--- src/rtl/pipe_pkg.sv ---
// Shared pipeline constants used by the drain stage
// and its neighbours.
package pipe_pkg;

  localparam int PIPE_WIDTH = 8;
  localparam int DROP_CNT_W = 8;

  localparam logic [DROP_CNT_W-1:0] DROP_CNT_MAX = '1;

endpackage

--- src/rtl/pipe_drain_fifo.sv ---
// Elastic drain stage behind the non-stallable pipeline:
// show-ahead FIFO, drops words when full and counts them.
module pipe_drain_fifo
  import pipe_pkg::*;
#(
  parameter int WIDTH = PIPE_WIDTH,
  parameter int DEPTH = 4
) (
  input  logic                       clk,
  input  logic                       rst,
  input  logic                       in_valid,
  input  logic [WIDTH-1:0]           in_data,
  output logic                       out_valid,
  input  logic                       out_ready,
  output logic [WIDTH-1:0]           out_data,
  output logic [$clog2(DEPTH):0]     count,
  output logic                       overflow,
  output logic [DROP_CNT_W-1:0]      drop_cnt
);

  localparam int AW = $clog2(DEPTH);
  localparam int PW = AW + 1;

  if ((DEPTH & (DEPTH - 1)) != 0) begin : g_chk_pow2
    $error("pipe_drain_fifo: DEPTH must be a power of two");
  end
  if (DEPTH < 2) begin : g_chk_min
    $error("pipe_drain_fifo: DEPTH must be at least 2");
  end

  logic [WIDTH-1:0]      mem_q [DEPTH];
  logic [PW-1:0]         wr_q, wr_d;
  logic [PW-1:0]         rd_q, rd_d;
  logic                  ovf_q, ovf_d;
  logic [DROP_CNT_W-1:0] drop_q, drop_d;

  logic empty, full, pop, push, drop;

  always_comb begin
    empty = (wr_q == rd_q);
    full  = (wr_q[AW-1:0] == rd_q[AW-1:0])
         && (wr_q[AW] != rd_q[AW]);
    pop   = !empty && out_ready;
    // A pop frees the slot this same edge, so a full
    // FIFO still accepts the incoming word.
    push  = in_valid && (!full || pop);
    drop  = in_valid && full && !pop;
  end

  always_comb begin
    wr_d   = wr_q;
    rd_d   = rd_q;
    ovf_d  = ovf_q;
    drop_d = drop_q;
    if (push) wr_d = wr_q + PW'(1);
    if (pop)  rd_d = rd_q + PW'(1);
    if (drop) begin
      ovf_d = 1'b1;
      if (drop_q != DROP_CNT_MAX) drop_d = drop_q + DROP_CNT_W'(1);
    end
  end

  always_ff @(posedge clk or posedge rst) begin
    if (rst) begin
      wr_q   <= '0;
      rd_q   <= '0;
      ovf_q  <= 1'b0;
      drop_q <= '0;
    end else begin
      wr_q   <= wr_d;
      rd_q   <= rd_d;
      ovf_q  <= ovf_d;
      drop_q <= drop_d;
    end
  end

  always_ff @(posedge clk or posedge rst) begin
    if (rst) begin
      for (int i = 0; i < DEPTH; i++) mem_q[i] <= '0;
    end else if (push) begin
      mem_q[wr_q[AW-1:0]] <= in_data;
    end
  end

  assign out_valid = !empty;
  assign out_data  = mem_q[rd_q[AW-1:0]];
  assign count     = wr_q - rd_q;
  assign overflow  = ovf_q;
  assign drop_cnt  = drop_q;

endmodule

--- config.mk ---
export PLATFORM = sky130hd
export DESIGN_NAME = pipe_drain_fifo
export DESIGN_NICKNAME = d
export VERILOG_FILES = /design/src/rtl/pipe_pkg.sv /design/src/rtl/pipe_drain_fifo.sv
export SDC_FILE = /design/constraint.sdc
export NUM_CORES = 1
export LEC_CHECK = 0
export ABC_CLOCK_PERIOD_IN_PS = 2650
export CAP_MARGIN = 15
export CORE_MARGIN = 4
export CORE_UTILIZATION = 48
export CTS_CLUSTER_DIAMETER = 60
export CTS_CLUSTER_SIZE = 24
export DETAILED_ROUTE_END_ITERATION = 8
export HOLD_SLACK_MARGIN = 0.12
export PLACE_DENSITY = 0.82
export SLEW_MARGIN = 20
export SYNTH_ARGS = -nofsm -noshare
export SYNTH_HDL_FRONTEND = slang
export SYNTH_SLANG_ARGS = --single-unit
--- constraint.sdc ---
create_clock -name clk -period 2.65 [get_ports clk]
set_clock_uncertainty 0.15 [all_clocks]
set_input_delay 0.53 -clock clk [delete_from_list [all_inputs] [get_ports clk]]
set_output_delay 0.53 -clock clk [all_outputs]
set_load 0.02 [all_outputs]
==> out/results.ini, run 1 <==
[global_route]
grtUsageTotal_pct = 16.0
antenna_found_initial = 0
grt_pass1_vias = 1484
grt_max_degree = 48
grt_pass1_wl_microns = 7360
grt_overflow_total = 0

[clock_tree]
cts_setup_buffers = 0
cts_hold_buf = 0
cts_buffers = 5
root_buffer = clkbuf_8
cts_tree = built
htreeDepth = 2
clkLatencyLatePin_ps = 300
post_cts_resized = 8
clkSinkCount = 47
clk_pin_slew_ps = 80
cts_max_path_buffers = 2

[logic_synthesis]
synth_top_area_share_pct = 52.3
synth_edf_count = 0
synth_top_area_cell = dfrtp_1
synthesis.nets = 180
synth_commonest_cells = 47 x dfrtp_1, 36 x mux2_2, 12 x inv_1
syn_inst = 159
synth.area.top_cells = dfrtp_1 52%, mux2_2 18%, mux4_2 8.0%, ha_1 4.5%, xnor2_1 2.3%
synth_most_common_cell = dfrtp_1
ys_seq_area_share_pct = 52.3
synth_area_sq_um = 2250
yosysUniqueCellTypes = 24
async_flop_share_pct = 100
synth_ff_type = dfrtp_1
yosysWarnings = 0
avgSynthCellArea_sq_um = 14.1
ys_ff_latch = 47

[die]
core.rowCount = 24
io_pins = 33
initial_core_util_pct = 50.6
coreArea_sq_um = 4440
dieHeight_microns = 76.4
design.die.area_sq_um = 5840
die_w_microns = 76.4

[finish]
finalNonFillerCells = 251
multiInputGateArea_sq_um = 987
ff_latch_area_sq_um = 1180
area_delta_synth_final_pct = 21.5
drive_gt1_share_pct = 29.6
fillerInstances = 342
fin_nets = 219
num_antenna_cells = 0

[critical_path]
cp_cell_sequence = inv_1, ha_1, fa_1, xnor2_1, dlygate4sd2_1
worstSetupPathType = flip-flop to output port
timing.rr.start = rd_q[1]
worstReg2RegEnd = drop_cnt[5]
critical_path.top_delay_family = adder cells
r2r_setup_slack_ps = 340
cp_slowest_cell = fa_1
cp.arrival_ps = 1830
path_max_fanout = 3
cp-start-kind = flip-flop
cp.required_ps = 1970
crit_start = wr_q[0]
path_buf_inv = 2
cp_slowest_stage_delay_ps = 380
endpoint_kind = output port
ff2ff_path_depth = 7

[route]
drt-total-wl_microns = 4190
vias = 1378
ant_nets = 0
routedWlPerCell_microns = 16.7
dr.pass1.iters = 4
first_iter_violations = 76
drt-vias-per-instance = 5.49
drc_errors = 0

[placement]
gp_congestion = 0.828
io_buffers = 32
dp.cells = 243
dp_hpwl_microns = 3000
dp_slack_ps = 76.7

[timing]
post-route-period-util_pct = 94.8
rsz0062_at_grt = false
setup_viol = 0
fin_crit_ps = 2510
maxSlewViolCount = 0
fin_ws_ps = 138
max_freq_mhz = 398
tightest_slew_ps = 586
slew-limit-headroom_pct = 60.9
finalHoldViolCount = 0
setup_tns_ps = 0

[hold_path]
hold_path.class = flip-flop to flip-flop
min_delay_worst_endpoint = overflow
whs_path_depth = 1
hp-start = overflow

[job]
maxCapViolations = 0

[power]
peakVddDrop_uv = 635
power_density_nw_per_um2 = 1350
p_leak_uw = 0.00121

[outcome]
outcome = complete, no violations

how the worst max path moves through the flow:
stage / end / cells past startpoint
3_3_place_gp: drop_cnt[5] / 5
4_1_cts: out_data[2] / 3
6_report: count[2] / 5
2_1_floorplan: drop_cnt[1] / 8
3_5_place_dp: drop_cnt[5] / 5
5_1_grt: count[2] / 5
metal layers:
metal  up-vias  wire, microns  part of all wire [%]  GRT usage, %
li1        635              -                     -             -
met1       706           1830                    44          19.5
met2        32           2110                    50          27.2
met3         5            203                   4.8          5.08
met4         0             42                   1.0          4.35
met5         -              0                     0             0
metrics by stage:
step                      power, uW  cell area (sq um)  utilization, %  hold WS [ps]
after global placement         3310               2650            59.5           310
after global routing           3950               2730            61.4           368
after CTS                      3740               2720            61.3           333
final                          3680               2730            61.4           325
after floorplan                2600               2250               -           312
after detailed placement       3400               2650            59.5           310
area by class of cell:
cell class | instances | area share (%)
Tap cell | 52 | 2.38
Clock buffer | 7 | 2.80
Inverter | 12 | 1.65
Timing Repair Buffer | 39 | 13.7
Multi-Input combinational cell | 93 | 36.2
Sequential cell | 47 | 43.1
Clock inverter | 1 | 0.183
kinds of logic (layout without fill, tap and decap cells):
kind of cell               after synthesis  after routing  share of synthesized area [%]
buffers and inverters                   19             59                           3.73
AOI/OAI and AO/OA                        4              4                           1.89
DFF                                     47             47                           52.3
adders and majority gates                9              9                           5.35
xor gates and xnor gates                10             10                           3.90
and+or+nand+nor                         24             24                           5.85
muxes                                   46             46                           26.9
state kept, by name, indices dropped and copies added, names as in the netlist:
name	flops
drop_cnt	8
mem_q	32
rd_q	3
wr_q	3
overflow	1
worst register-to-register path: stages, from the launching register on:
cell	delay, ps
dfrtp_1	410
inv_1	70
ha_1	290
nand2_1	60
or4b_1	600
buf_4	210
a2111oi_4	280
xor2_1	170
power by group:
| group | total, uW | leakage, uW | switching [uW] | internal (uW) |
|---|---|---|---|---|
| clock network | 410 | 0.0000422 | 225 | 185 |
| registers | 1290 | 0.000552 | 223 | 1070 |
| logic | 1980 | 0.000620 | 959 | 1020 |
| total | 3680 | 0.00121 | 1410 | 2280 |
cells in the final DEF, fill, tap and decap left out, types with 2 or more instances in the layout:
master,count
dfrtp_1,47
xnor2_1,6
clkdlybuf4s50_1,22
mux2_2,36
a21oi_1,3
mux4_2,8
clkbuf_8,5
nand3_1,5
nor2_1,3
ha_1,8
dlygate4sd2_1,7
nor3_1,2
nand2_1,5
inv_1,11
mux2i_1,2
and3_1,4
clkbuf_1,2
xor2_1,4
dlymetal6s2s_1,3
buf_4,6
No activity file was read; power rests on OpenSTA's default activity.
==> run 2, diff against run 1 <==
--- a/config.mk
+++ b/config.mk
@@ -12,7 +12,7 @@
 export CTS_CLUSTER_DIAMETER = 60
 export CTS_CLUSTER_SIZE = 24
 export DETAILED_ROUTE_END_ITERATION = 8
-export HOLD_SLACK_MARGIN = 0.12
+export HOLD_SLACK_MARGIN = 0.03
 export PLACE_DENSITY = 0.82
 export SLEW_MARGIN = 20
 export SYNTH_ARGS = -nofsm -noshare
==> results of run 2 <==
Final layout, timing and power as in run 1 (identical DEF).
==> run 3, diff against run 2 <==
--- a/config.mk
+++ b/config.mk
@@ -7,13 +7,13 @@
 export LEC_CHECK = 0
 export ABC_CLOCK_PERIOD_IN_PS = 2650
 export CAP_MARGIN = 15
-export CORE_MARGIN = 4
-export CORE_UTILIZATION = 48
+export CORE_MARGIN = 2
+export CORE_UTILIZATION = 40
 export CTS_CLUSTER_DIAMETER = 60
 export CTS_CLUSTER_SIZE = 24
 export DETAILED_ROUTE_END_ITERATION = 8
 export HOLD_SLACK_MARGIN = 0.03
-export PLACE_DENSITY = 0.82
+export PLACE_DENSITY = 0.75
 export SLEW_MARGIN = 20
 export SYNTH_ARGS = -nofsm -noshare
 export SYNTH_HDL_FRONTEND = slang
==> run 3 against run 2 <==
Compared with the run above:
- sequential share of layout area decreased by 1.3 points
- largest cell class unchanged
- global-route usage decreased by 1.5 points
- via count decreased by 0.65%
- maximum frequency decreased by 0.14%
- routed wire length shrank 3.2%
- hold slack lost 0.99 ps
- power grew 4.3%
- sequential power about the same
- critical path depth fell by 2
==> out/results.ini, run 3 (same netlist as run 1, synthesis figures left out) <==
[outcome]
outcome = complete, no violations

[finish]
final_cell_mix = 47 x dfrtp_1, 36 x mux2_2, 22 x clkdlybuf4s50_1, 11 x inv_1, 9 x dlygate4sd2_1
num_antenna_cells = 0  ; unchanged
top_register = mem_q
multiInputGateArea_sq_um = 987  ; unchanged
final_common_cell = dfrtp_1
ff_latch_area_sq_um = 1180  ; unchanged
final_area_sq_um = 2820  ; +3.1%
area_delta_synth_final_pct = 25.3
largest_reg_flops = 32  ; unchanged
fillerInstances = 490  ; +43%
fin_nets = 219  ; unchanged
drive_gt1_share_pct = 30.7  ; +1.0 points

[timing]
rsz0062_at_grt = false
holdWs_ps = 324  ; -0.991 ps
finalHoldViolCount = 0  ; unchanged
max_freq_mhz = 397  ; -0.14%
tightest_slew_ps = 709  ; +123 ps
maxSlewViolCount = 0  ; unchanged
setup_tns_ps = 0  ; unchanged
fin_ws_ps = 134  ; -3.54 ps
setup_viol = 0  ; unchanged
fin_crit_ps = 2520  ; +3.54 ps
slew-limit-headroom_pct = 52.4  ; -8.5 points
post-route-period-util_pct = 94.9  ; +0.13 points

[die]
io_pins = 33  ; unchanged
dieHeight_microns = 79.0  ; +3.3%
initial_core_util_pct = 41.1  ; -9.5 points
design.die.area_sq_um = 6230  ; +6.7%
coreArea_sq_um = 5470  ; +23%
core.rowCount = 27  ; +13%
die_w_microns = 79.0  ; +3.3%

[power]
power.total_uw = 3840  ; +4.3%
power.switching_uw = 1390  ; -1.2%
power_frac_seq_pct = 33.5  ; -1.6 points
internal_power_uw = 2450  ; +7.7%
power.share.combinational_pct = 50.2  ; -3.5 points
p_leak_uw = 0.00122  ; +0.77%
power_frac_clock_pct = 16.3  ; +5.2 points
p_sw_share_pct = 36.2  ; -2.0 points
peakVddDrop_uv = 588  ; -7.4%
power_density_nw_per_um2 = 1360  ; +1.2%

[critical_path]
cp_slowest_cell = clkdlybuf4s50_1
cp.arrival_ps = 1840  ; about the same
cp_cell_sequence = ha_1, nand3_1, clkdlybuf4s50_1
worstSetupPathType = flip-flop to output port
path_buf_inv = 1  ; -1
critical_path.top_delay_family = buffers and inverters
path_max_fanout = 5  ; +2
endpoint_kind = output port
timing.rr.start = wr_q[1]
crit_start = wr_q[1]
cp-start-kind = flip-flop
cp_slowest_stage_delay_ps = 620  ; +240 ps
cp.required_ps = 1970  ; about the same

[hold_path]
hp-start = overflow
hold_path.class = flip-flop to flip-flop

[route]
first_iter_violations = 46  ; -39%
drc_errors = 0  ; unchanged
vias = 1369  ; -0.65%
ant_nets = 0  ; unchanged
drt-total-wl_microns = 4050  ; -3.2%
dr.pass1.iters = 4  ; unchanged
routedWlPerCell_microns = 14.9  ; -10%
drt-vias-per-instance = 5.05  ; -8.0%

[job]
maxCapViolations = 0  ; unchanged

[clock_tree]
cts_max_path_buffers = 2  ; unchanged
root_buffer = clkbuf_8
cts_tree = built
cts_hold_buf = 0  ; unchanged
clk_pin_slew_ps = 90  ; about the same
clkSinkCount = 47  ; unchanged
cts_buffers = 5  ; unchanged
htreeDepth = 2  ; unchanged
clkLatencyLatePin_ps = 310  ; about the same

[placement]
io_buffers = 32  ; unchanged
placed_area_sq_um = 2680  ; +1.4%
gp_congestion = 0.820  ; -0.88%
dp_hpwl_microns = 2860  ; -4.7%
dp_slack_ps = 99.3  ; +22.6 ps

[global_route]
grt_overflow_total = 0  ; unchanged
grt_pass1_vias = 1408  ; -5.1%
grtUsageTotal_pct = 14.5  ; -1.5 points
grt_pass1_wl_microns = 6820  ; -7.2%
antenna_found_initial = 0  ; unchanged
grt_max_degree = 31  ; -35%

-- run 3: cell types whose count changed in the layout (fill, tap and decap cells not counted) --
cell            delta
clkinvlp_4         +1
clkbuf_1           -2
clkinv_2           -1
bufinv_16          +2
dlymetal6s2s_1     -2
dlygate4sd2_1      +2
buf_4              -1
buf_12             +1
-- run 3: cell type report --
| class | count | share of cell area, % |
|---|---|---|
| flip-flops and latches | 47 | 41.8 |
| multi-input cells | 93 | 35.1 |
| well taps | 72 | 3.20 |
| clock buffers | 5 | 2.44 |
| inverters | 12 | 1.60 |
| repair buffers | 39 | 13.5 |
| clock inverters | 3 | 2.40 |
-- run 3: worst paths after layout --
| kind | slack (ps) | depth (start not counted) | endpoint |
|---|---|---|---|
| worst max-delay path | 130 | 3 | out_valid |
| worst min-delay path | 320 | 1 | overflow |
| worst max register to register | 360 | 6 | drop_cnt[5] |
| worst min register to register | 320 | 1 | overflow |
| max in group asynchronous | 1420 | 3 | mem_q[14] |
| min in group asynchronous | 410 | 2 | drop_cnt[2] |
-- run 3: through the flow --
stage	std cells	util, %
global route	271	51.4
detailed placement	263	49.0
floorplan	159	-
global placement	263	49.0
CTS	271	51.4
finish	271	51.4
-- run 3: layer usage --
layer | track usage, % | wire (microns)
met4 | 4.14 | 48
met1 | 18.3 | 1910
met2 | 24.4 | 1930
met5 | 0 | 0
met3 | 3.98 | 158
-- run 3: power by group through the flow --
stage,Combinational [uW],Sequential (uW),Clock [uW]
floorplan,1290,1310,0
global placement,2040,1290,0
detailed placement,2080,1300,0
CTS,1970,1290,640
global route,2100,1330,669
finish,1930,1280,626
-- run 3: repair_timing --
| action | 4_1_cts | 5_1_grt |
|---|---|---|
| hold endpoints to repair | 0 | 0 |
| gates resized for setup | 10 | 1 |
| buffers inserted | 0 | 0 |
| endpoints found under the setup margin | 10 | 1 |
